[config.mk]
export PLATFORM = sky130hd
export DESIGN_NAME = acq_upload_arbiter
export DESIGN_NICKNAME = d
export VERILOG_FILES = /design/src/rtl/acq_upload_arbiter_pkg.sv /design/src/rtl/acq_upload_arbiter_next_ch.sv /design/src/rtl/acq_upload_arbiter.sv
export SDC_FILE = /design/constraint.sdc
export NUM_CORES = 1
export LEC_CHECK = 0
export ABC_AREA = 1
export BUFFER_PORTS_ARGS = -buffer_cell sky130_fd_sc_hd__clkbuf_2
export CORE_AREA = 2 2 128 130
export DETAILED_ROUTE_END_ITERATION = 8
export DIE_AREA = 0 0 130 132
export GPL_TIMING_DRIVEN = 0
export PLACE_DENSITY = 0.88
export SLEW_MARGIN = 15
export SYNTH_ARGS = -nofsm -noshare
export SYNTH_HDL_FRONTEND = slang
export SYNTH_SLANG_ARGS = --single-unit
[constraint.sdc]
create_clock -name clk -period 2.7 [get_ports clk]
set_input_delay 0.27 -clock clk [delete_from_list [all_inputs] [get_ports clk]]
set_output_delay 0.27 -clock clk [all_outputs]
set_load 0.005 [all_outputs]
[src/rtl/acq_upload_arbiter_pkg.sv]
// Shared types and constants for the acquisition upload arbiter.
// The frame header magic sits in the top 16 bits of every header word.
package acq_upload_arbiter_pkg;

    typedef enum logic [1:0] {
        UPL_IDLE,
        UPL_HDR,
        UPL_DATA
    } acqUploadState_t;

    localparam logic [15:0] ACQ_UPLOAD_MAGIC = 16'hA5C3;

endpackage

[src/rtl/acq_upload_arbiter_next_ch.sv]
// Finds the lowest set mask bit above cur (or at cur when include_cur is set).
// Used both to pick a frame's first channel and to step to the next channel.
module acq_next_ch #(
    parameter int unsigned N  = 8,
    parameter int unsigned IW = (N > 1) ? $clog2(N) : 1
) (
    input  logic [N-1:0]  mask,
    input  logic [IW-1:0] cur,
    input  logic          include_cur,
    output logic          found,
    output logic [IW-1:0] idx
);

    // Scan downward so the last hit written is the lowest qualifying index.
    always_comb begin
        found = 1'b0;
        idx   = '0;
        for (int i = N - 1; i >= 0; i--) begin
            if (mask[i] && ((i > int'(cur)) || (include_cur && (i == int'(cur))))) begin
                found = 1'b1;
                idx   = IW'(i);
            end
        end
    end

endmodule

[src/rtl/acq_upload_arbiter.sv]
// Shares the PC upload stream between channel sample streams: one header word per frame,
// then one sample per enabled channel in ascending order, with a per-sample stall timeout.
module acq_upload_arbiter
    import acq_upload_arbiter_pkg::*;
#(
    parameter int unsigned CH_NUM  = 8,
    parameter int unsigned DW      = 32,
    parameter int unsigned TIMEOUT = 1024,
    parameter logic [31:0] FILL    = 32'hDEAD_BEEF
) (
    input  logic                       clk,
    input  logic                       rst_n,
    input  logic                       en,
    input  logic [CH_NUM-1:0]          ch_mask,
    input  logic [CH_NUM-1:0][DW-1:0]  ch_data,
    input  logic [CH_NUM-1:0]          ch_valid,
    output logic [CH_NUM-1:0]          ch_ready,
    output logic [DW-1:0]              m_data,
    output logic                       m_valid,
    input  logic                       m_ready,
    output logic                       m_last,
    output logic [7:0]                 frame_cnt,
    output logic                       busy,
    output logic                       timeout_err,
    input  logic                       err_clr
);

    localparam int unsigned IW        = (CH_NUM > 1) ? $clog2(CH_NUM) : 1;
    localparam logic [31:0] WAIT_LAST = 32'(TIMEOUT - 1);

    acqUploadState_t   state_q, state_d;
    logic [CH_NUM-1:0] mask_q, mask_d;
    logic [IW-1:0]     sel_q, sel_d;
    logic [31:0]       wait_q, wait_d;
    logic [DW-1:0]     m_data_q, m_data_d;
    logic              m_valid_q, m_valid_d;
    logic              m_last_q, m_last_d;
    logic [7:0]        frame_cnt_q, frame_cnt_d;
    logic              err_q, err_d;

    logic              free;
    logic              first_found, next_found;
    logic [IW-1:0]     first_idx, next_idx;

    acq_next_ch #(.N(CH_NUM), .IW(IW)) u_first_ch (
        .mask        (ch_mask),
        .cur         ('0),
        .include_cur (1'b1),
        .found       (first_found),
        .idx         (first_idx)
    );

    acq_next_ch #(.N(CH_NUM), .IW(IW)) u_next_ch (
        .mask        (mask_q),
        .cur         (sel_q),
        .include_cur (1'b0),
        .found       (next_found),
        .idx         (next_idx)
    );

    assign free = !m_valid_q || m_ready;

    always_comb begin
        state_d     = state_q;
        mask_d      = mask_q;
        sel_d       = sel_q;
        wait_d      = wait_q;
        m_data_d    = m_data_q;
        m_valid_d   = m_valid_q;
        m_last_d    = m_last_q;
        frame_cnt_d = frame_cnt_q;
        err_d       = err_q;

        if (err_clr) begin
            err_d = 1'b0;
        end
        // A consumed word empties the register unless something reloads it below.
        if (free) begin
            m_valid_d = 1'b0;
            m_last_d  = 1'b0;
        end

        unique case (state_q)
            UPL_IDLE: begin
                if (en && first_found && free) begin
                    state_d = UPL_HDR;
                    mask_d  = ch_mask;
                    sel_d   = first_idx;
                    wait_d  = '0;
                end
            end
            UPL_HDR: begin
                if (free) begin
                    m_valid_d   = 1'b1;
                    m_last_d    = 1'b0;
                    m_data_d    = DW'({ACQ_UPLOAD_MAGIC, frame_cnt_q, 8'(mask_q)});
                    frame_cnt_d = frame_cnt_q + 8'd1;
                    state_d     = UPL_DATA;
                end
            end
            UPL_DATA: begin
                if (free) begin
                    if (ch_valid[sel_q] || ((TIMEOUT != 0) && (wait_q == WAIT_LAST))) begin
                        m_valid_d = 1'b1;
                        m_last_d  = !next_found;
                        wait_d    = '0;
                        if (ch_valid[sel_q]) begin
                            m_data_d = ch_data[sel_q];
                        end else begin
                            m_data_d = DW'(FILL);
                            err_d    = 1'b1;
                        end
                        if (next_found) begin
                            sel_d = next_idx;
                        end else begin
                            state_d = UPL_IDLE;
                        end
                    end else begin
                        wait_d = wait_q + 32'd1;
                    end
                end
            end
            default: state_d = UPL_IDLE;
        endcase
    end

    always_ff @(posedge clk or negedge rst_n) begin
        if (!rst_n) begin
            state_q     <= UPL_IDLE;
            mask_q      <= '0;
            sel_q       <= '0;
            wait_q      <= '0;
            m_data_q    <= '0;
            m_valid_q   <= 1'b0;
            m_last_q    <= 1'b0;
            frame_cnt_q <= '0;
            err_q       <= 1'b0;
        end else begin
            state_q     <= state_d;
            mask_q      <= mask_d;
            sel_q       <= sel_d;
            wait_q      <= wait_d;
            m_data_q    <= m_data_d;
            m_valid_q   <= m_valid_d;
            m_last_q    <= m_last_d;
            frame_cnt_q <= frame_cnt_d;
            err_q       <= err_d;
        end
    end

    // A timed-out channel is never handshaken: ready tracks only the live output slot.
    always_comb begin
        ch_ready = '0;
        if ((state_q == UPL_DATA) && free) begin
            ch_ready[sel_q] = 1'b1;
        end
    end

    assign m_data      = m_data_q;
    assign m_valid     = m_valid_q;
    assign m_last      = m_last_q;
    assign frame_cnt   = frame_cnt_q;
    assign timeout_err = err_q;
    assign busy        = (state_q != UPL_IDLE) || m_valid_q;

endmodule
==> impl_metrics.ini, run 1 <==
[run_status]
status = finished, violations left
failed_checks = negative hold slack

[placed_design]
hpwlAfterDp_mm = 29.8
port_buffers = 328
place.gp.congestion = 1.08

[critical_path]
slowest_delay_ps = 510
r2r-start = state_q[0]
cp_common_cell = buf_1
critPathLaunchType = register
crit_type = reg -> reg
critPathMaxFanout = 10
required_ps = 2970
crit_arrival_ps = 2870
cp-end-kind = register
startpoint = state_q[0]
path_cells = inv_1 > ha_1 > clkbuf_1 > buf_1 > buf_1 > nand2_1 > o21ai_1
cpMaxStageDelayCell = clkbuf_1

[grt]
grtUsageTotal_pct = 41.3
first_global_vias = 8974
grt_overflow = 0
grt_pass1_wl_mm = 52.2
grt_max_degree = 89
antenna_found_initial = 1

[final_layout]
nNetsFinal = 1832
fillerInstances = 1643
synthToLayoutAreaGrowth_pct = 31.0
drive_above_1_share_pct = 25.9

[synth]
synthTopCellsByArea = dfrtp_1 (31%), nand2_1 (29%), nor2_1 (9.1%)
synth_cell_types = 33
synth_common_cells = nand2_1 (549), nor2_1 (172), dfrtp_1 (88), nand3_1 (72), inv_1 (64)
synth_seq_cells = 88
synth_warnings = 0
yosysTopAreaCell = dfrtp_1
synth_top_cell_area_share_pct = 31.0
ys_seq_area_share_pct = 31.0
async_flop_share_pct = 100
syn_area_per_cell_sq_um = 5.87
synth-edff-count = 0
synth_area_sq_mm = 0.00711
yosysMostFrequentCell = nand2_1
syn_inst = 1211
syn_nets = 1493
synthFlopType = dfrtp_1

[clock_network]
cts_made_buffers = 9
clock_sinks = 88
cts-htree-levels = 3
cts_hold_buf = 0
clockBufferDepth = 2
cts.repair.resized = 0
insertion_delay_ps = 340
cts_tree = done
post_cts_buffers = 0
cts_root_buffer = clkbuf_16
clkTransAtPathRegs_ps = 70

[run]
cap_violations = 0

[sta]
finalHoldViolCount = 28
relSlewSlack_pct = 51.8
fin_crit_sh_pct = 96.3
skew_ps = 6.79
hold_slack_ps = -29.7
rsz0062_at_grt = false
setup_viol = 0
period_minus_slack_ps = 2600
tns_ps = 0
slew_violations = 0
tightest_slew_ps = 723
max_freq_ghz = 0.385

[drt]
wire_per_inst_um = 20.3
drtIter0Drc = 1022
wirelength_mm = 36.0
vias = 9714
drtAntennaViolNets = 0
vias_per_cell = 5.48
first_pass_iters = 5
drc_errors = 0

[power]
p_int_mw = 3.81
p_leak_nw = 5.06
seqPwrFrac_pct = 25.0
switching_share_pct = 52.2
comb_power_share_pct = 59.6
pwr_density_cell_mw_per_mm2 = 856
clockPowerShare_pct = 15.4
p_switching_mw = 4.17
ir_worst_vdd_v = 0.000629

[floorplan]
die_w_um = 130
die_y_um = 132
row_count = 46
core-area_sq_mm = 0.0157
dieArea_sq_mm = 0.0172
io_pins = 329
start_util_pct = 45.3

[worst_hold_path]
hold_class = in -> async
final cells by class:
type / instances / area, sq um / area share (%)
clock buffer: 11 / 243 / 2.60
clock inverter: 5 / 38.8 / 0.416
antenna: 1 / 2.50 / 0.0268
tap: 216 / 270 / 2.90
multi-input combinational: 1002 / 4410 / 47.3
buffer: 50 / 243 / 2.60
inverter: 71 / 267 / 2.86
timing repair buffer: 328 / 1650 / 17.7
sequential: 88 / 2200 / 23.6
registers in the layout (all words and copies together), names as in the netlist:
signal       flops
m_data          32
wait_q          32
frame_cnt        8
mask_q           8
sel_q            3
state_q          2
m_last           1
m_valid          1
timeout_err      1
worst paths after layout:
kind                              endpoint  slack, ps  cells past startpoint
worst min register to register  m_data[13]        490                      2
min in group clk                 mask_q[7]        220                      2
max in group asynchronous        m_data[6]       2210                      1
worst max-delay path            m_data[21]        100                      7
worst max register to register  m_data[21]        100                      7
worst min-delay path            wait_q[19]        -30                      1
worst max-delay path, delay by kind of cell (launching register included):
family,cells,cell delay (ps)
simple gates,1,140
flops,1,400
compound gates,1,140
fa+ha+maj,1,260
buf+inv,4,1580
power by group through the flow:
stage | Sequential [mW] | Combinational [mW] | Clock, mW
floorplan | 1.94 | 2.74 | 0
global placement | 1.99 | 4.53 | 0
detailed placement | 2.00 | 4.59 | 0
CTS | 1.98 | 4.61 | 1.23
global route | 2.03 | 5.15 | 1.28
finish | 2.00 | 4.75 | 1.23
cell usage in the layout (no fill, tap or decap), types with 2 or more instances in the layout:
master	count
xnor2_1	3
clkbuf_16	9
buf_1	5
nor2_2	5
a21oi_1	26
or2_2	6
o21ai_1	25
nand2_1	549
inv_1	64
clkbuf_8	2
nand3_1	72
nor3_1	13
clkbuf_1	12
nor2_4	2
ha_1	5
nand3b_1	8
o21ai_0	41
dfrtp_1	88
o31ai_1	2
clkbuf_2	330
mux2_2	2
o211ai_1	4
xor2_1	25
buf_2	26
nand4_1	33
nand3_2	3
inv_2	5
buf_4	5
nor2_1	172
inv_6	3
clkinv_1	2
metrics by stage:
| step | instances | total power [mW] | utilization, % | worst slack, ps | cell area (sq um) |
|---|---|---|---|---|---|
| 4_1_cts | 1771 | 7.82 | 59.3 | 71.2 | 9320 |
| 5_1_grt | 1772 | 8.46 | 59.3 | 21.0 | 9320 |
| 2_1_floorplan | 1211 | 4.68 | - | 872 | 7110 |
| 3_5_place_dp | 1755 | 6.59 | 57.5 | 85.1 | 9030 |
| 3_3_place_gp | 1755 | 6.53 | 57.4 | 168 | 9020 |
| 6_report | 1772 | 7.98 | 59.3 | 100 | 9320 |
metal layers:
metal  vias to the layer above  part of all wire [%]  GRT usage [%]
li1                       4509                     -              -
met1                      4397                    39           53.9
met2                       690                    43           63.2
met3                       118                    13           12.2
met4                         0                   5.2           18.2
met5                         -                     0              0
logic make-up after synthesis:
logic type,share of synthesized area [%]
fa+ha+maj,0.880
simple gates,49.7
flops,31.0
xor+xnor,3.45
buf+inv,7.11
compound gates,7.56
mux,0.317
Note: power is estimated with default switching activity, not from simulation.
==> run 2, diff against run 1 <==
Settings changed: CORE_AREA 2 2 128 130 to 2 2 126 128, CTS_BUF_LIST set to sky130_fd_sc_hd__clkbuf_2 sky130_fd_sc_hd__clkbuf_4 sky130_fd_sc_hd__clkbuf_8, DIE_AREA 0 0 130 132 to 0 0 128 130, PLACE_DENSITY 0.88 to 0.9.
==> run 2 against run 1 <==
The run now ends clean. Core utilization rose by 0.43 points. Largest cell class unchanged. Global-route usage rose by 1.6 points. Critical endpoint is now m_data[4]. Critical path depth grew 6.
==> impl_metrics.ini, run 2 (synthesis results as in run 1) <==
[floorplan]
row_count = 46
start_util_pct = 46.1
die_y_um = 130
io_pins = 329
dieArea_sq_mm = 0.0166
die_w_um = 128
core-area_sq_mm = 0.0154

[sta]
period_minus_slack_ps = 2560
tns_ps = 0
setup_ws_ps = 143
slew_violations = 0
skew_ps = 15.8
fin_crit_sh_pct = 94.7
rsz0062_at_grt = false
finalHoldViolCount = 0
tightest_slew_ps = 716
relSlewSlack_pct = 52.2
setup_viol = 0
max_freq_ghz = 0.391

[drt]
met3_length_mm = 4.61
first_pass_iters = 5
drtIter0Drc = 942
wirelength_mm = 36.0
drtAntennaViolNets = 0
maxUsedRoutingLayer = met5
vias_per_cell = 5.47
met1Wirelength_mm = 14.1
wire_per_inst_um = 20.6
dr_wl_met2_mm = 15.9
drc_errors = 0
vias = 9571

[final_layout]
fillerInstances = 1614
regArea_sq_mm = 0.00220
stdcell_area_sq_mm = 0.00922
nNetsFinal = 1833
multi_input_area_sq_mm = 0.00441
final_common_cell = nand2_1
most-common-layout-cells = nand2_1 (549), clkbuf_2 (328), nor2_1 (172), dfrtp_1 (88), nand3_1 (72)
fin_cells = 1750
drive_above_1_share_pct = 25.8
synthToLayoutAreaGrowth_pct = 29.6

[critical_path]
required_ps = 3010
crit_type = reg -> reg
r2r_slack_ps = 140
critPathMaxFanout = 10
critPathLaunchType = register
cp-end-kind = register
crit_arrival_ps = 2870

[run]
cap_violations = 0

[clock_network]
cts_tree = done
insertion_delay_ps = 370
cts_made_buffers = 9
clockBufferDepth = 2
post_cts_buffers = 0
cts_root_buffer = clkbuf_8
clkTransAtPathRegs_ps = 100
cts-htree-levels = 3
clock_sinks = 88

[worst_hold_path]
hold_class = in -> reg

[placed_design]
place_area_sq_mm = 0.00900
port_buffers = 328
place_ws_ps = -120
place.gp.congestion = 1.01
hpwlAfterDp_mm = 29.8
dp_cells = 1731

[grt]
grt_overflow = 0
antenna_found_initial = 3
grt_pass1_wl_mm = 52.6
grt_max_degree = 89
first_global_vias = 9021
grtUsageTotal_pct = 42.8

[power]
ir_worst_vdd_v = 0.000471
p_switching_mw = 4.05
p_int_mw = 3.60
comb_power_share_pct = 60.7
pwr_density_cell_mw_per_mm2 = 829
seqPwrFrac_pct = 26.7
p_leak_nw = 5.03
switching_share_pct = 53.0
clockPowerShare_pct = 12.6

[run_status]
status = finished, final reports clean
run 2: cell types whose count changed in the layout (fill, tap and decap cells not counted), sizes merged:
| cell | previous run | this run |
|---|---|---|
| inv | 72 | 70 |
| buf | 36 | 37 |
| bufinv | 0 | 1 |
| clkbuf | 353 | 352 |
| clkinv | 3 | 4 |
| diode | 1 | 2 |
| dlygate4sd3 | 0 | 1 |
run 2: path summary, 6_finish.rpt:
kind,startpoint,to,depth (start not counted)
min reg2reg,m_data[13],m_data[13],2
min in group asynchronous,rst_n,wait_q[19],2
min,ch_mask[3],mask_q[3],3
max in group asynchronous,rst_n,m_data[23],2
max reg2reg,sel_q[1],m_data[4],13
max,sel_q[1],m_data[4],13
run 2: through the flow:
stage	util [%]	total power [mW]	hold WS, ps
floorplan	-	4.68	-25.6
global placement	58.3	6.48	459
detailed placement	58.4	6.54	385
CTS	59.7	7.51	161
global route	59.7	8.12	191
finish	59.8	7.64	173
run 2: repair_timing:
item / CTS / global route
hold endpoints to repair: 23 / 0
setup endpoints to repair: 12 / 5
hold buffers: 1 / 0
resized for setup: 1 / 1
run 2: power by group through the flow:
| stage | clock [mW] | combinational (mW) | sequential [mW] |
|---|---|---|---|
| 2_1_floorplan | 0 | 2.74 | 1.94 |
| 3_3_place_gp | 0 | 4.42 | 2.06 |
| 3_5_place_dp | 0 | 4.50 | 2.04 |
| 4_1_cts | 0.962 | 4.52 | 2.03 |
| 5_1_grt | 1.00 | 5.06 | 2.06 |
| 6_report | 0.964 | 4.64 | 2.04 |
run 2: critical path: stages, from the launching register on:
cell	delay, ps
dfrtp_1	460
inv_2	90
buf_2	230
nand2_1	180
nor2_2	490
buf_2	360
nand2_1	110
nand2_1	70
nor2_1	40
nand2_1	80
nand2_1	120
nand2_1	140
nand2_1	70
nand2_1	60
run 2: layout make-up:
type	instances	share of cell area, %
Multi-Input combinational cell	1002	47.8
Sequential cell	88	23.9
Timing Repair Buffer	329	18.0
Inverter	71	2.89
Buffer	50	2.62
Tap cell	192	2.61
Clock buffer	11	1.51
Clock inverter	5	0.611
Antenna cell	2	0.0543
run 2: metal layers:
| metal | vias to the layer above | global-route usage, % |
|---|---|---|
| li1 | 4506 | - |
| met1 | 4294 | 54.9 |
| met2 | 678 | 69.2 |
| met3 | 91 | 12.7 |
| met4 | 2 | 15.3 |
| met5 | - | 0 |
